### src/rtl/hex_entry_pkg.sv
// Shared state encoding and defaults for the hex operand entry stage.
package hex_entry_pkg;

    localparam int unsigned DIGITS_DEFAULT = 8;
    localparam int unsigned CNT_W_DEFAULT  = 4;

    typedef enum logic [2:0] {
        S_IDLE  = 3'd0,
        S_ENTRY = 3'd1,
        S_FULL  = 3'd2,
        S_HOLD  = 3'd3,
        S_DONE  = 3'd4
    } state_t;

endpackage

### src/rtl/hex_digit_entry_mask.sv
// Thermometer mask from digit count: bit i set when i < count.
module digit_mask_gen #(
    parameter int unsigned DIGITS = 8,
    parameter int unsigned CNT_W  = 4
) (
    input  logic [CNT_W-1:0]  count,
    output logic [DIGITS-1:0] mask_c
);

    always_comb begin
        mask_c = '0;
        for (int unsigned i = 0; i < DIGITS; i++) begin
            mask_c[i] = (CNT_W'(i) < count);
        end
    end

endmodule

### src/rtl/hex_digit_entry.sv
// Operator hex operand entry with valid/ready handoff to the converter.
// Optional macro HEX_ENTRY_DEC_ONLY_EN restricts digits to 0..9 and adds digit_err.
module hex_digit_entry
    import hex_entry_pkg::*;
#(
    parameter int unsigned DIGITS = DIGITS_DEFAULT,
    parameter int unsigned CNT_W  = CNT_W_DEFAULT
) (
    input  logic                  clk,
    input  logic                  rst_n,
    input  logic [3:0]            switches,
    input  logic                  enter_pulse,
    input  logic                  backspace_pulse,
    input  logic                  clear_pulse,
    input  logic                  confirm_pulse,
    output logic [4*DIGITS-1:0]   numb,
    output logic [DIGITS-1:0]     mask,
    output logic [CNT_W-1:0]      count,
    output logic [4*DIGITS-1:0]   out_data,
    output logic                  out_valid,
    input  logic                  out_ready,
    output logic                  overflow_err,
    output logic                  locked
`ifdef HEX_ENTRY_DEC_ONLY_EN
    ,
    output logic                  digit_err
`endif
);

    localparam int unsigned NW = 4 * DIGITS;

    state_t              state, state_d;
    logic [NW-1:0]       numb_d, out_data_d;
    logic [CNT_W-1:0]    count_d;
    logic                out_valid_d, overflow_d, locked_d, digit_err_d;
    logic                digit_ok;
    logic [DIGITS-1:0]   mask_c;

`ifdef HEX_ENTRY_DEC_ONLY_EN
    assign digit_ok = (switches <= 4'd9);
`else
    assign digit_ok = 1'b1;
`endif

    // Mask tracks the next count so it lands in the same cycle as count.
    digit_mask_gen #(
        .DIGITS (DIGITS),
        .CNT_W  (CNT_W)
    ) u_mask (
        .count  (count_d),
        .mask_c (mask_c)
    );

    // Next-state and next-output decode; only the highest-priority strobe acts.
    always_comb begin
        state_d     = state;
        numb_d      = numb;
        count_d     = count;
        out_data_d  = out_data;
        out_valid_d = out_valid;
        overflow_d  = 1'b0;
        digit_err_d = 1'b0;

        if (clear_pulse) begin
            numb_d      = '0;
            count_d     = '0;
            out_valid_d = 1'b0;
            state_d     = S_IDLE;
        end else begin
            unique case (state)
                S_IDLE, S_ENTRY: begin
                    if (confirm_pulse) begin
                        if (state == S_ENTRY) begin
                            out_data_d  = numb;
                            out_valid_d = 1'b1;
                            state_d     = S_HOLD;
                        end
                    end else if (backspace_pulse) begin
                        if (state == S_ENTRY) begin
                            numb_d  = numb >> 4;
                            count_d = count - CNT_W'(1);
                            if (count == CNT_W'(1)) state_d = S_IDLE;
                        end
                    end else if (enter_pulse) begin
                        if (digit_ok) begin
                            numb_d  = {numb[NW-5:0], switches};
                            count_d = count + CNT_W'(1);
                            state_d = (count == CNT_W'(DIGITS - 1)) ? S_FULL : S_ENTRY;
                        end else begin
                            digit_err_d = 1'b1;
                        end
                    end
                end
                S_FULL: begin
                    if (confirm_pulse) begin
                        out_data_d  = numb;
                        out_valid_d = 1'b1;
                        state_d     = S_HOLD;
                    end else if (backspace_pulse) begin
                        numb_d  = numb >> 4;
                        count_d = count - CNT_W'(1);
                        state_d = S_ENTRY;
                    end else if (enter_pulse) begin
                        overflow_d = 1'b1;
                    end
                end
                S_HOLD: begin
                    if (out_valid && out_ready) begin
                        out_valid_d = 1'b0;
                        state_d     = S_DONE;
                    end
                end
                S_DONE: begin
                end
                default: begin
                    state_d = S_IDLE;
                end
            endcase
        end

        locked_d = (state_d == S_HOLD) || (state_d == S_DONE);
    end

    // State and output registers.
    always_ff @(posedge clk or negedge rst_n) begin
        if (!rst_n) begin
            state        <= S_IDLE;
            numb         <= '0;
            count        <= '0;
            mask         <= '0;
            out_data     <= '0;
            out_valid    <= 1'b0;
            overflow_err <= 1'b0;
            locked       <= 1'b0;
        end else begin
            state        <= state_d;
            numb         <= numb_d;
            count        <= count_d;
            mask         <= mask_c;
            out_data     <= out_data_d;
            out_valid    <= out_valid_d;
            overflow_err <= overflow_d;
            locked       <= locked_d;
        end
    end

`ifdef HEX_ENTRY_DEC_ONLY_EN
    always_ff @(posedge clk or negedge rst_n) begin
        if (!rst_n) digit_err <= 1'b0;
        else        digit_err <= digit_err_d;
    end
`else
    logic unused_digit_err;
    assign unused_digit_err = digit_err_d;
`endif

endmodule

### config.mk
export PLATFORM = sky130hd
export DESIGN_NAME = hex_digit_entry
export DESIGN_NICKNAME = d
export VERILOG_FILES = /design/src/rtl/hex_entry_pkg.sv /design/src/rtl/hex_digit_entry_mask.sv /design/src/rtl/hex_digit_entry.sv
export SDC_FILE = /design/constraint.sdc
export NUM_CORES = 1
export LEC_CHECK = 0
export CAP_MARGIN = 10
export CORE_UTILIZATION = 40
export DETAILED_ROUTE_END_ITERATION = 16
export GPL_TIMING_DRIVEN = 0
export PLACE_DENSITY = 0.66
export SYNTH_ARGS = -nofsm -noshare
export SYNTH_HDL_FRONTEND = slang
export SYNTH_HIERARCHICAL = 1
export SYNTH_SLANG_ARGS = --single-unit
### constraint.sdc
create_clock -name clk -period 3.75 [get_ports clk]
set_input_delay 0.75 -clock clk [delete_from_list [all_inputs] [get_ports clk]]
set_output_delay 0.75 -clock clk [all_outputs]
set_load 0.02 [all_outputs]
==> qor.csv <==
stage,metric,value,unit
clocking,cts_sinks,82,
route,met2WireLength,4.34,mm
synth,synth_edf_count,0,
layout,finalNetCount,440,
timing,rsz0062_at_grt,false,
placed_design,portBuffers,88,
timing,hold_violations,0,
floorplanning,initial_utilization,41.4,%
clocking,post-cts-setup-buffers,0,
clocking,cts.htree.levels,3,
flow_run,maxCapViolCount,0,
placed_design,post-place-ws,0.479,ns
worst_setup_path,criticalPathCategory,input port to flip-flop,
route,drtIter0Drc,199,
global_route,grt_pass1_vias,2921,
floorplanning,ios,90,
synth,ys_warn_count,6,
floorplanning,die_h,100,um
worst_setup_path,path_cells,clkdlybuf4s50_1 -> clkbuf_1 -> clkbuf_1 -> a21oi_1 -> or3_4 -> or2_1,
worst_setup_path,start_kind,input port,
synth,synth-compound-area-share,12.5,%
global_route,grt_start_max_net_pins,58,
clocking,cts_tree,done,
timing,final.setup.tns,0,ns
clocking,clkLatencyLatePin,0.36,ns
placed_design,routabilityCongestion,0.873,
route,wirelength_met1,4.69,mm
route,drc,0,
layout,final_core_util,55.1,%
route,wire_per_inst,17.3,um
timing,skew,0.00998,ns
clocking,ctsRootBufferMaster,clkbuf_8,
floorplanning,core,9280,um^2
route,firstDrtPassIters,7,
timing,relSlewSlack,61.3,%
layout,syn_to_final_growth,33.2,%
synth,synth_ff_type,dfrtp_1,
power_and_ir_drop,p_per_area,612,nW/um^2
route,totalWireLength,9.67,mm
route,route.met3.wl,489,um
global_route,grt_usage,20.5,%
run_status,outcome,completed,
clocking,cts.repair.resized,0,
worst_setup_path,slowest_stage,clkdlybuf4s50_1,
clocking,holdBufCountCts,0,
worst_setup_path,crit_top_cell,clkbuf_1,
global_route,grt_pass1_wl,15.8,mm
clocking,clk_pin_slew,0.09,ns
synth,synthMuxAreaShare,17.3,%
placed_design,dp_hpwl,6.63,mm
placed_design,place_area,4910,um^2
synth,yosys.area_share.simple,10.8,%
timing,min_period_over_period,78.1,%
synth,synth-xor-area-share,0.684,%
timing,fmax,341,MHz
worst_setup_path,endpoint_kind,flip-flop,
worst_setup_path,cp_max_fo,10,
power_and_ir_drop,ir_worst_vdd,0.298,mV
floorplanning,die_w,100,um
floorplanning,die-area,10000,um^2
clocking,clk_path_buf_depth,2,
route,routed.top_layer,met4,
timing,worst_slew_pin_slew,0.581,ns
synth,synthCells,326,
synth,yosys.area_share.adder,0.977,%
synth,ys_ff_latch,82,
layout,diodes,0,
power_and_ir_drop,p_leak,0.00226,uW
route,routed_via_density,5.24,
route,num_vias,2937,
synth,synth_top_family_by_area,multiplexers,
worst_setup_path,critPathArrivalTime,3.17,ns
synth,synth.avg_cell_area,11.8,um^2
layout,n_fill_cell,846,
min_path,hold_path.class,input port to asynchronous set/reset pin,
timing,worst_slack,0.820,ns
worst_setup_path,cpPeakStageDelay,0.63,ns
timing,slew_viol_final,0,
timing,finalSetupViolations,0,
worst_setup_path,critPathRequiredTime,3.99,ns
timing,min_period,2.93,ns
synth,synth_fp_nets,340,
synth,syn_area,3840,um^2
layout,drive_gt1_share,10.9,%
global_route,overflow,0,
layout,design_area,5120,um^2
synth,async_flop_share,100,%
global_route,antenna_found_initial,0,
clocking,cts_made_buffers,9,
floorplanning,num_rows,35,
synth,ys_types,47,
synth,seq_area_frac_synth,53.4,%
route,ant_nets,0,
timing,holdWs,0.299,ns
-- layout make-up --
class | count | area, um^2 | share of cell area [%]
sequential | 82 | 2050 | 40.1
multi-input combinational | 215 | 1620 | 31.7
timing repair buffer | 89 | 906 | 17.7
tap | 129 | 161 | 3.15
buffer | 25 | 154 | 3.01
clock buffer | 10 | 138 | 2.69
clock inverter | 6 | 71.3 | 1.39
inverter | 4 | 15.0 | 0.293
-- flip-flops by register name, indices dropped and copies added, names as in the netlist --
| signal | flops |
|---|---|
| out_data | 32 |
| out_valid | 1 |
| overflow_err | 1 |
| mask | 8 |
| state | 3 |
| locked | 1 |
| count | 4 |
| numb | 32 |
-- synth_stat cells (2+ instances only) --
master / count / area (um^2)
dfrtp_1: 82 / 2050
nor2_1: 42 / 158
mux2_1: 31 / 349
a211oi_1: 29 / 218
mux2i_1: 28 / 280
buf_2: 9 / 45.0
o21ai_0: 9 / 45.0
a21oi_1: 7 / 35.0
clkbuf_1: 7 / 26.3
nand2_1: 7 / 26.3
nor3_1: 6 / 30.0
buf_4: 5 / 37.5
nand2b_1: 5 / 31.3
nor2b_1: 5 / 31.3
a22o_1: 4 / 35.0
buf_6: 4 / 45.0
inv_1: 4 / 15.0
ha_1: 3 / 37.5
mux2_2: 3 / 33.8
xnor2_1: 3 / 26.3
a21o_1: 2 / 15.0
a31oi_1: 2 / 12.5
nand4_1: 2 / 12.5
nor3b_1: 2 / 15.0
o22ai_1: 2 / 12.5
or2_1: 2 / 12.5
-- metal layers --
metal,global-route usage [%],up-vias
li1,-,1371
met4,7.80,0
met5,0,-
met1,29.4,1467
met3,4.04,12
met2,30.8,87
-- cells by family after synthesis --
| logic type | Yosys count |
|---|---|
| adders and majority gates | 3 |
| buffers and inverters | 29 |
| muxes | 62 |
| AOI/OAI and AO/OA | 65 |
| xor gates and xnor gates | 3 |
| and+or+nand+nor | 82 |
| DFF | 82 |
-- through the flow --
step | power (uW) | std cells
5_1_grt | 3300 | 560
3_3_place_gp | 2450 | 543
2_1_floorplan | 1910 | 326
4_1_cts | 3160 | 560
6_report | 3130 | 560
3_5_place_dp | 2480 | 544
-- critical path, delay by kind of cell --
family / cells / cell delay [ns]
AND/OR/NAND/NOR: 2 / 0.58
buffers and inverters: 3 / 1.62
AO/OA/AOI/OAI: 1 / 0.22
-- where the power goes --
part	leakage (uW)	total (uW)	internal, uW	switching (uW)
logic	0.00105	1210	593	617
registers	0.00111	1250	1090	158
clock network	0.0000995	675	332	344
-- cells in the final DEF, fill, tap and decap left out, types with 9 or more instances in the layout --
| cell type | n |
|---|---|
| clkdlybuf4s50_1 | 87 |
| mux2_1 | 31 |
| a211oi_1 | 29 |
| mux2i_1 | 28 |
| o21ai_0 | 9 |
| clkbuf_8 | 10 |
| nor2_1 | 42 |
| dfrtp_1 | 82 |
| buf_2 | 9 |
-- final timing paths --
| check | startpoint | endpoint | slack [ns] | cells past startpoint |
|---|---|---|---|---|
| worst max-delay path | clear_pulse | mask[0] | 0.82 | 6 |
| worst min-delay path | rst_n | numb[2] | 0.30 | 1 |
| worst max register to register | count[1] | mask[0] | 1.27 | 9 |
| worst min register to register | out_data[10] | out_data[10] | 0.49 | 1 |
| max in group asynchronous | rst_n | numb[23] | 2.84 | 2 |
| min in group clk | out_data[10] | out_data[10] | 0.49 | 1 |
No activity file was read; power rests on OpenSTA's default activity.
==> variant 1: new RTL, same flow settings <==
Register the output `count` once more; this adds one clock of latency there. The other outputs are not delayed to match. Comments in the files are not updated.
--- a/src/rtl/hex_digit_entry.sv
+++ b/src/rtl/hex_digit_entry.sv
@@ -29,6 +29,8 @@
 
     localparam int unsigned NW = 4 * DIGITS;
 
+    logic [CNT_W-1:0] count_s0;
+
     state_t              state, state_d;
     logic [NW-1:0]       numb_d, out_data_d;
     logic [CNT_W-1:0]    count_d;
@@ -55,7 +57,7 @@
     always_comb begin
         state_d     = state;
         numb_d      = numb;
-        count_d     = count;
+        count_d     = count_s0;
         out_data_d  = out_data;
         out_valid_d = out_valid;
         overflow_d  = 1'b0;
@@ -78,14 +80,14 @@
                     end else if (backspace_pulse) begin
                         if (state == S_ENTRY) begin
                             numb_d  = numb >> 4;
-                            count_d = count - CNT_W'(1);
-                            if (count == CNT_W'(1)) state_d = S_IDLE;
+                            count_d = count_s0 - CNT_W'(1);
+                            if (count_s0 == CNT_W'(1)) state_d = S_IDLE;
                         end
                     end else if (enter_pulse) begin
                         if (digit_ok) begin
                             numb_d  = {numb[NW-5:0], switches};
-                            count_d = count + CNT_W'(1);
-                            state_d = (count == CNT_W'(DIGITS - 1)) ? S_FULL : S_ENTRY;
+                            count_d = count_s0 + CNT_W'(1);
+                            state_d = (count_s0 == CNT_W'(DIGITS - 1)) ? S_FULL : S_ENTRY;
                         end else begin
                             digit_err_d = 1'b1;
                         end
@@ -98,7 +100,7 @@
                         state_d     = S_HOLD;
                     end else if (backspace_pulse) begin
                         numb_d  = numb >> 4;
-                        count_d = count - CNT_W'(1);
+                        count_d = count_s0 - CNT_W'(1);
                         state_d = S_ENTRY;
                     end else if (enter_pulse) begin
                         overflow_d = 1'b1;
@@ -126,7 +128,7 @@
         if (!rst_n) begin
             state        <= S_IDLE;
             numb         <= '0;
-            count        <= '0;
+            count_s0     <= '0;
             mask         <= '0;
             out_data     <= '0;
             out_valid    <= 1'b0;
@@ -135,7 +137,7 @@
         end else begin
             state        <= state_d;
             numb         <= numb_d;
-            count        <= count_d;
+            count_s0     <= count_d;
             mask         <= mask_c;
             out_data     <= out_data_d;
             out_valid    <= out_valid_d;
@@ -154,5 +156,9 @@
     assign unused_digit_err = digit_err_d;
 `endif
 
+    always_ff @(posedge clk) begin
+        count <= count_s0;
+    end
+
 endmodule
 
Check against the original RTL: not equivalent (Yosys sat finds a counterexample within 4 cycles, from zero or initial values and one cycle with rst_n low).
==> variant 1 against the original RTL <==
  * Die area grew 0.51%
  * Design area grew 0.39%
  * Combinational power shrank 12%
  * Total power shrank 5.0%
  * Non-clock buffer count is the same
  * Sequential cell count grew 4
  * Hold slack lost 0.012 ns
  * Wire length shrank 4.5%
  * Clock power shrank 3.3%
  * Area after synthesis grew 0.52%
  * Worst setup slack lost 0.048 ns
  * Synthesized cell count grew 2.1%
  * Critical path depth grew 3
  * Critical path type unchanged
  * Largest power group unchanged
  * Highest routed layer unchanged
==> variant 1: results <==
export IMPL_yosys_area_top_type_share_pct=53.1
export IMPL_routedLengthMet1_mm=4.35
export IMPL_grt_pass1_wl_mm=15.1
export IMPL_finalWeightedCongestion=0.862
export IMPL_slowest_stage="nor3b_1"
export IMPL_placement_cell_area_um2=4940
export IMPL_finalNetCount=448
export IMPL_syn_num_nets=347
export IMPL_wl_met2_mm=4.25
export IMPL_drt_iter0_drc=102
export IMPL_ys_types=44
export IMPL_dr_pass1_iters=4
export IMPL_status="completed"
export IMPL_num_vias=2945
export IMPL_async_flop_share_pct=95.3
export IMPL_routed_wl_mm=9.23
export IMPL_reg2regPathDepth=7
export IMPL_synth_area_leaders="dfrtp_1 53%, mux2_2 9.3%, mux2i_1 7.5%"
export IMPL_grt_util_all_layers_pct=19.4
export IMPL_ir_drop_mv=0.318
export IMPL_worst_pin_slew_ns=0.668
export IMPL_nFillCells=835
export IMPL_syn2layout_area_growth_pct=33.1
export IMPL_preCtsSetupSlack_ns=0.406
export IMPL_grt_start_max_net_pins=60
export IMPL_avgRoutedWirePerCell_um=16.3
export IMPL_synth_commonest_cells="82 x dfrtp_1, 39 x nor2_1, 32 x mux2_2"
export IMPL_drive_gt1_share_pct=15.5
export IMPL_critPathArrivalTime_ns=3.22
export IMPL_synth_yosys_seq_area_share_pct=55.2
export IMPL_route_met3_wl_um=494
export IMPL_path_delay_family="simple AND/OR/NAND/NOR gates"
-- variant 1: cell type report --
type                       count  share of cell area [%]
buffer                        24                    2.85
clock buffer                  10                    2.48
clock inverter                 6                    1.39
inverter                       7                   0.511
multi-input combinational    216                    30.3
sequential                    86                    41.5
tap                          129                    3.14
timing repair buffer          90                    17.8
-- variant 1: logic make-up (layout without fill, tap and decap cells) --
family	after synthesis	after routing	share of synthesized area (%)
multiplexers	61	61	16.9
buffers and inverters	31	137	4.47
AND/OR/NAND/NOR	85	85	10.6
adder cells (fa/ha/maj)	3	3	0.972
XOR/XNOR	4	4	0.907
flip-flops	86	86	55.2
AO/OA/AOI/OAI	63	63	11.0
-- variant 1: worst paths after layout --
path | slack [ns] | start | endpoint
max | 0.77 | confirm_pulse | mask[0]$_DFF_PN0_
min | 0.29 | rst_n | out_data[2]$_DFFE_PN0P_
max reg2reg | 1.36 | state[0]$_DFF_PN0_ | mask[0]$_DFF_PN0_
min reg2reg | 0.51 | out_data[26]$_DFFE_PN0P_ | out_data[26]$_DFFE_PN0P_
max in group asynchronous | 2.87 | rst_n | count_s0[0]$_DFF_PN0_
min in group clk | 0.51 | out_data[26]$_DFFE_PN0P_ | out_data[26]$_DFFE_PN0P_
-- variant 1: routing by layer --
metal	vias up	global-route usage, %
met5	-	0
met4	0	7.36
met3	11	5.01
met2	81	29.9
met1	1458	26.3
li1	1395	-
-- variant 1: where the power goes --
group / total, mW / switching (mW) / internal (mW)
Sequential: 1.25 / 0.137 / 1.11
Clock: 0.653 / 0.341 / 0.313
Combinational: 1.07 / 0.540 / 0.534
Total: 2.97 / 1.02 / 1.96
==> variant 2: new RTL, same settings <==
Made on the original files. Change the package constant `DIGITS_DEFAULT` from 8 to 7.
--- a/src/rtl/hex_entry_pkg.sv
+++ b/src/rtl/hex_entry_pkg.sv
@@ -1,7 +1,7 @@
 // Shared state encoding and defaults for the hex operand entry stage.
 package hex_entry_pkg;
 
-    localparam int unsigned DIGITS_DEFAULT = 8;
+    localparam int unsigned DIGITS_DEFAULT = 7;
     localparam int unsigned CNT_W_DEFAULT  = 4;
 
     typedef enum logic [2:0] {
Ports: changed (resized mask, numb and out_data); port bits go from 90 to 81. No check against the original RTL was run, so the function may have changed too.
==> variant 2 against the original RTL <==
  * Combinational power shrank 27%
  * Wire length is 7.9% lower
  * Count of clock-buffer cells in the layout did not move
  * Sequential cell count shrank 9
  * Total power is 20% lower
  * Worst setup slack got worse by 0.032 ns
  * First-iteration DRC count shrank 32%
  * Fmax is 1.1% lower
  * Design area is 6.2% lower
  * Area after synthesis shrank 5.1%
  * Clock power down 10%
  * Critical endpoint unchanged
==> variant 2: results <==
export IMPL_ys_types=52
export IMPL_async_flop_share_pct=100
export IMPL_leakagePower_nw=2.08
export IMPL_synthAdderAreaFrac_pct=1.37
export IMPL_finClkSkew_ns=0.00858
export IMPL_reg2regPathDepth=8
export IMPL_muxShareOfSynthArea_pct=18.2
export IMPL_status="completed"
export IMPL_preCtsSetupSlack_ns=0.443
export IMPL_post_cts_resized=0
export IMPL_syn_area_per_cell_um2=11.9
export IMPL_port_buffers=80
export IMPL_vias_per_cell=5.49
export IMPL_synth_commonest_cells="73 x dfrtp_1, 35 x a21oi_1, 26 x a211oi_1, 26 x mux2i_1, 20 x mux2_4"
export IMPL_avgRoutedWirePerCell_um=17.4
export IMPL_synth_yosys_seq_area_share_pct=50.1
export IMPL_drive_gt1_share_pct=15.8
export IMPL_grt_util_all_layers_pct=19.3
export IMPL_finalNetCount=414
export IMPL_hp_class="in -> async"
export IMPL_placement_cell_area_um2=4600
export IMPL_synth_area_leaders="dfrtp_1 50%, mux2_4 8.2%, mux2i_1 7.1%"
export IMPL_dp_hpwl_mm=6.35
export IMPL_finalWeightedCongestion=0.846
export IMPL_ir_drop_mv=0.187
export IMPL_synth_xor_area_share_pct=0.240
export IMPL_grt_pass1_wl_mm=14.7
export IMPL_htreeDepth=3
export IMPL_grt_start_max_net_pins=51
export IMPL_r2r_slack_ns=1.20
export IMPL_synth_compound_area_share_pct=16.0
export IMPL_max_slew_margin_pct=59.8
export IMPL_cts_setup_buffers=0
export IMPL_largestRegisters="numb (28), out_data (28), mask (7)"
export IMPL_dr_pass1_iters=4
export IMPL_post_synth_top_count_cell="dfrtp_1"
export IMPL_nFillCells=755
export IMPL_clock_latency_ns=0.35
export IMPL_antenna_cells=0
export IMPL_startpoint="backspace_pulse"
export IMPL_clock_path_buffers=2
export IMPL_antenna_found_initial=0
export IMPL_syn_num_nets=322
export IMPL_critPathArrivalTime_ns=3.19
export IMPL_r2r_start="state[1]$_DFF_PN0_"
export IMPL_drt_iter0_drc=136
export IMPL_timing_final_ws_setup_ns=0.789
export IMPL_endpoint="mask[0]$_DFF_PN0_"
export IMPL_grt_pass1_vias=2804
export IMPL_numCtsBuffers=9
export IMPL_yosysWarnings=6
[variant 2: cell types whose count changed after synthesis, sizes merged, moves of 5 or more]
| cell | delta |
|---|---|
| nor2 | -35 |
| a21oi | +28 |
| clkbuf | +9 |
| dfrtp | -9 |
| buf | -8 |
| mux2 | -5 |
[variant 2: power breakdown]
part	total, mW	internal, mW	leakage (nW)	switching, mW
registers	1.02	0.917	0.992	0.106
clock network	0.605	0.309	0.0929	0.295
logic	0.879	0.448	0.996	0.431
total	2.51	1.67	2.08	0.832
[variant 2: worst min path at each step]
| stage | to | cells past startpoint | from | slack [ns] |
|---|---|---|---|---|
| 2_1_floorplan | count[0]$_DFF_PN0_ | 0 | rst_n | 0.45 |
| 3_3_place_gp | out_data[27]$_DFFE_PN0P_ | 1 | out_data[27]$_DFFE_PN0P_ | 0.49 |
| 3_5_place_dp | out_data[13]$_DFFE_PN0P_ | 1 | out_data[13]$_DFFE_PN0P_ | 0.49 |
| 4_1_cts | out_data[19]$_DFFE_PN0P_ | 1 | rst_n | 0.30 |
| 5_1_grt | out_data[19]$_DFFE_PN0P_ | 1 | rst_n | 0.30 |
| 6_report | out_data[21]$_DFFE_PN0P_ | 1 | rst_n | 0.30 |
[variant 2: layout make-up]
class	count	area, µm²	area share (%)
timing repair buffer	81	826	17.2
inverter	5	18.8	0.391
multi-input combinational	203	1640	34.2
buffer	26	158	3.28
sequential	73	1830	38.1
clock inverter	6	67.6	1.41
tap	108	135	2.82
clock buffer	10	128	2.66
[variant 2: kinds of logic (layout without fill, tap and decap cells)]
group | count (synthesis) | after routing
xor+xnor | 1 | 1
mux | 55 | 55
flops | 73 | 73
simple gates | 53 | 53
buf+inv | 31 | 128
compound gates | 90 | 90
fa+ha+maj | 4 | 4
[variant 2: worst max-delay path, stage by stage]
cell and delay [ns]:
clkdlybuf4s50_1 0.61, buf_2 0.28, nor3b_1 0.39, a211o_1 0.19
a21oi_1 0.04, nand4b_1 0.28, or3_4 0.44, or2_1 0.21
[variant 2: metrics by stage]
stage / hold slack (ns) / cells
floorplan: 0.454 / 307
global placement: 0.489 / 495
detailed placement: 0.494 / 496
CTS: 0.302 / 512
global route: 0.303 / 512
finish: 0.296 / 512
[variant 2: layer usage]
layer / wire length [µm] / vias to the layer above / track usage, % / share of wire (%)
met5: 0 / - / 0 / 0
met4: 94 / 0 / 5.20 / 1.1
met3: 294 / 9 / 4.89 / 3.3
met2: 4390 / 63 / 31.5 / 49
met1: 4130 / 1408 / 25.6 / 46
li1: - / 1330 / - / -
